--- config.mk ---
export PLATFORM = sky130hd
export DESIGN_NAME = uart_transmitter
export DESIGN_NICKNAME = d
export VERILOG_FILES = /design/src/rtl/uart_transmitter.sv
export SDC_FILE = /design/constraint.sdc
export NUM_CORES = 1
export LEC_CHECK = 0
export CAP_MARGIN = 20
export CORE_MARGIN = 3
export CORE_UTILIZATION = 50
export CTS_BUF_LIST = sky130_fd_sc_hd__clkbuf_16
export CTS_CLUSTER_DIAMETER = 120
export CTS_CLUSTER_SIZE = 12
export DETAILED_ROUTE_END_ITERATION = 10
export DONT_BUFFER_PORTS = 1
export HOLD_SLACK_MARGIN = 0.02
export PLACE_DENSITY = 0.72
export SLEW_MARGIN = 25
export SYNTH_ARGS = -nofsm -noshare
export SYNTH_HDL_FRONTEND = slang
export SYNTH_SLANG_ARGS = --single-unit
--- constraint.sdc ---
create_clock -name clk -period 1.92 [get_ports clk]
set_clock_uncertainty 0.1 [all_clocks]
set_input_delay 0.288 -clock clk [delete_from_list [all_inputs] [get_ports clk]]
set_output_delay 0.288 -clock clk [all_outputs]
set_load 0.02 [all_outputs]
--- src/rtl/uart_transmitter.sv ---
// 8E1 UART transmitter: start, 8 data bits LSB first, even parity, stop.
// Each bit is held for CYCLES_PER_BIT clocks; tx_dout and tx_busy are registered.
module uart_transmitter #(
    parameter int CYCLES_PER_BIT = 521
) (
    input  logic       clk,
    input  logic       reset,
    input  logic       tx_en,
    input  logic       tx_wr,
    input  logic [7:0] tx_data,
    output logic       tx_dout,
    output logic       tx_busy
);

    localparam int CW = (CYCLES_PER_BIT > 1) ? $clog2(CYCLES_PER_BIT) : 1;
    localparam logic [CW-1:0] LAST = CW'(CYCLES_PER_BIT - 1);

    typedef enum logic [2:0] {IDLE, START, DATA, PARITY, STOP} state_t;

    state_t        state, state_nxt;
    logic [CW-1:0] cnt, cnt_nxt;
    logic [2:0]    idx, idx_nxt;
    logic [7:0]    data_q, data_nxt;
    logic          dout_nxt, busy_nxt;
    logic          accept, bit_end;

    assign accept  = tx_wr & tx_en & ~tx_busy;
    assign bit_end = (cnt == LAST);

    always_ff @(posedge clk) begin
        if (!reset) begin
            state   <= IDLE;
            cnt     <= '0;
            idx     <= '0;
            data_q  <= '0;
            tx_dout <= 1'b1;
            tx_busy <= 1'b0;
        end else begin
            state   <= state_nxt;
            cnt     <= cnt_nxt;
            idx     <= idx_nxt;
            data_q  <= data_nxt;
            tx_dout <= dout_nxt;
            tx_busy <= busy_nxt;
        end
    end

    // Outputs are computed one cycle ahead so the registered line changes
    // exactly on the bit boundary.
    always_comb begin
        state_nxt = state;
        cnt_nxt   = cnt + CW'(1);
        idx_nxt   = idx;
        data_nxt  = data_q;
        dout_nxt  = tx_dout;
        busy_nxt  = tx_busy;
        case (state)
            IDLE: begin
                cnt_nxt = '0;
                if (accept) begin
                    state_nxt = START;
                    data_nxt  = tx_data;
                    dout_nxt  = 1'b0;
                    busy_nxt  = 1'b1;
                end
            end
            START: if (bit_end) begin
                state_nxt = DATA;
                cnt_nxt   = '0;
                idx_nxt   = '0;
                dout_nxt  = data_q[0];
            end
            DATA: if (bit_end) begin
                cnt_nxt = '0;
                idx_nxt = idx + 3'd1;
                if (idx == 3'd7) begin
                    state_nxt = PARITY;
                    dout_nxt  = ^data_q;
                end else begin
                    dout_nxt  = data_q[idx + 3'd1];
                end
            end
            PARITY: if (bit_end) begin
                state_nxt = STOP;
                cnt_nxt   = '0;
                dout_nxt  = 1'b1;
            end
            STOP: if (bit_end) begin
                state_nxt = IDLE;
                cnt_nxt   = '0;
                dout_nxt  = 1'b1;
                busy_nxt  = 1'b0;
            end
            default: begin
                state_nxt = IDLE;
                cnt_nxt   = '0;
                dout_nxt  = 1'b1;
                busy_nxt  = 1'b0;
            end
        endcase
    end

endmodule

==> flow_summary.toml <==
[timing]
layout_min_cycle_time_ns = 1.793
min_period_over_period_pct = 93.40
rsz0062_at_grt = "no"
clock.fmax_mhz = 557.6
finalSetupTns_ns = 0
setup_violations = 0
hold_viol = 0
tightest_slew_ns = 0.3480
slew_viol_final = 0
relSlewSlack_pct = 76.62

[logic_synthesis]
synth_nets = 156
syn_avg_cell_area_sq_um = 9.384
synth_cells = 140
synthXorXnorAreaFrac_pct = 11.33
yosys.area_share.simple_pct = 25.14
synth_compound_area_share_pct = 7.333
synth_top_family_by_area = "simple AND/OR/NAND/NOR gates"
synthAdderAreaFrac_pct = 3.810
ys_types = 32
synth_area_sq_um = 1314
yosys_register_bits = 26
ys_seq_area_share_pct = 39.62
yosys_warnings = 0
synth_mux_area_share_pct = 9.333

[placed_design]
port_buffers = 0
hpwl_um = 1740
place.gp.congestion = 0.7535

[floorplanning]
ios = 14
core_area_sq_um = 2340
num_rows = 17
initial_core_util_pct = 56.15
die_h_um = 57.26
die_x_um = 57.26
die-area_sq_um = 3279

[setup_path]
path_cells = "ha_1 -> mux4_2 -> o211ai_1 -> a31oi_1"
crit_type = "reg -> reg"
cp-endpoint = "tx_dout"
ff2ff_path_depth = 4
startpoint = "idx[1]"
rrSetupSlack_ns = 0.13
cp-start-kind = "register"
timing.critical_path.buf_inv = 0
cp_slowest_cell = "mux4_2"
cp_num_cells = 4
critPathRequiredTime_ns = 1.95
r2r_end = "tx_dout"
cp_data_arrival_time_ns = 1.83
worst_path_largest_cell_delay_ns = 0.53
timing.rr.start = "idx[1]"
worst_setup_path_end_kind = "register"
critPathTopFamily = "multiplexers"
path_max_fanout = 4

[clock_tree]
clock_sinks = 26
clockBufferDepth = 2
tritoncts = "yes"
clkTransAtPathRegs_ns = 0.07
htreeDepth = 1
cts_buffers = 3
insertion_delay_ns = 0.26
clockRootBuffer = "clkbuf_16"

[min_path]
hp-class = "in -> reg"

[power]
p_leak_nw = 0.5570
power.density_nw_per_um2 = 866.1
irDropWorstVdd_uv = 641.7
power_mw = 1.285

[route]
firstDrtPassIters = 4
drc_errors = 0
viasPerCell = 5.810
first_iter_violations = 23
vias = 1011
routed_wl_um = 2588
post_drt_wl_per_cell_um = 14.87
drtAntennaViolNets = 0

[global_route]
antenna_found_initial = 0
grt_pass1_vias = 983
grt_max_degree = 17
gr-total-overflow = 0
grt_pass1_wl_um = 4429
grt_usage_pct = 16.77

[layout]
antenna_cells = 0
nNetsFinal = 163
area_growth_pct = 12.95
mostFrequentLayoutCells = "dfxtp_1, nor2_1, nor2b_1"
n_fill_cell = 200
drive_gt1_share_pct = 11.64
final_common_cell = "dfxtp_1"

[job]
drv_cap = 0

[outcome]
status = "completed"
layer usage:
metal | up-vias | global-route usage (%) | routed length, um
li1 | 496 | - | -
met1 | 466 | 21.50 | 1121
met2 | 45 | 27.41 | 1245
met3 | 4 | 3.846 | 192
met4 | 0 | 6.291 | 29
met5 | - | 0 | 0
registers in the layout, indices dropped and copies added, names as in the netlist:
register	cells
state	3
cnt	10
idx	3
tx_busy	1
data_q	8
tx_dout	1
report_power, final:
part / total [mW] / leakage (nW) / internal [mW] / switching (mW)
logic: 0.111 / 0.295 / 0.0576 / 0.0538
registers: 0.576 / 0.211 / 0.557 / 0.0189
clock network: 0.598 / 0.0511 / 0.415 / 0.183
total: 1.29 / 0.557 / 1.03 / 0.256
how the worst min path moves through the flow:
stage	from	to	slack, ns	cells past startpoint
after floorplan	reset	data_q[0]	0.32	1
after global placement	reset	data_q[6]	0.32	1
after detailed placement	reset	data_q[7]	0.33	1
after CTS	reset	data_q[5]	0.06	1
after global routing	reset	data_q[4]	0.05	1
final	reset	data_q[0]	0.06	1
cells in the mapped netlist:
cell,count,area share (%)
and2b_1,1,0.57
xnor2_1,9,6.0
ha_1,4,3.8
buf_2,3,1.1
nor3_2,1,0.76
or3_4,1,0.86
nor3_1,2,0.76
a31oi_1,2,0.95
nand2b_1,1,0.48
a21oi_1,4,1.5
and4bb_2,1,0.95
inv_1,7,2.0
clkbuf_1,1,0.29
nor2b_1,13,6.2
mux2i_1,10,7.6
and3_1,3,1.4
nor2_1,18,5.1
nand4b_1,1,0.67
nand3b_1,1,0.57
nand2_1,1,0.29
o31a_1,1,0.67
mux4_2,1,1.7
nand3_4,1,1.3
nand3_1,8,3.0
xor2_1,8,5.3
a32oi_1,1,0.67
nor3b_1,2,1.1
a22oi_1,3,1.7
o211ai_1,2,1.1
dfxtp_1,26,40
nand4_1,2,0.95
a311oi_1,1,0.67
stage by stage:
step / setup slack, ns / instances / hold WS, ns / utilization (%) / cell area, sq um
floorplan: 0.1969 / 140 / 0.3162 / - / 1314
global placement: 0.1639 / 168 / 0.3202 / 58.13 / 1360
detailed placement: 0.09273 / 168 / 0.3258 / 58.13 / 1360
CTS: 0.08044 / 172 / 0.05768 / 62.62 / 1465
global route: 0.03522 / 174 / 0.05472 / 63.42 / 1484
finish: 0.1267 / 174 / 0.05909 / 63.42 / 1484
cell families after synthesis:
kind of cell / Yosys count
AND/OR/NAND/NOR: 57
flip-flops: 26
XOR/XNOR: 17
AO/OA/AOI/OAI: 14
buffers and inverters: 11
multiplexers: 11
adder cells (fa/ha/maj): 4
what timing repair did:
item / in CTS / in global routing
hold buffers: 0 / 0
buffers inserted: 0 / 2
resized for setup: 0 / 2
endpoints found under the setup margin: 0 / 10
cell type report:
class / instances / area (sq um) / share of cell area, %
clock buffers: 3 / 75.07 / 5.059
clock inverters: 1 / 30.03 / 2.024
inverters: 7 / 26.28 / 1.771
multi-input cells: 103 / 750.7 / 50.59
flip-flops and latches: 26 / 521.8 / 35.16
well taps: 28 / 35.03 / 2.361
repair buffers: 6 / 45.04 / 3.035
worst reg2reg max path: cells and delay by family, from the launching register on:
family                     cells  cell delay, ns
adders and majority gates      1            0.40
AOI/OAI and AO/OA              2            0.32
DFF                            1            0.32
muxes                          1            0.53
(Power assumes the default switching activity.)
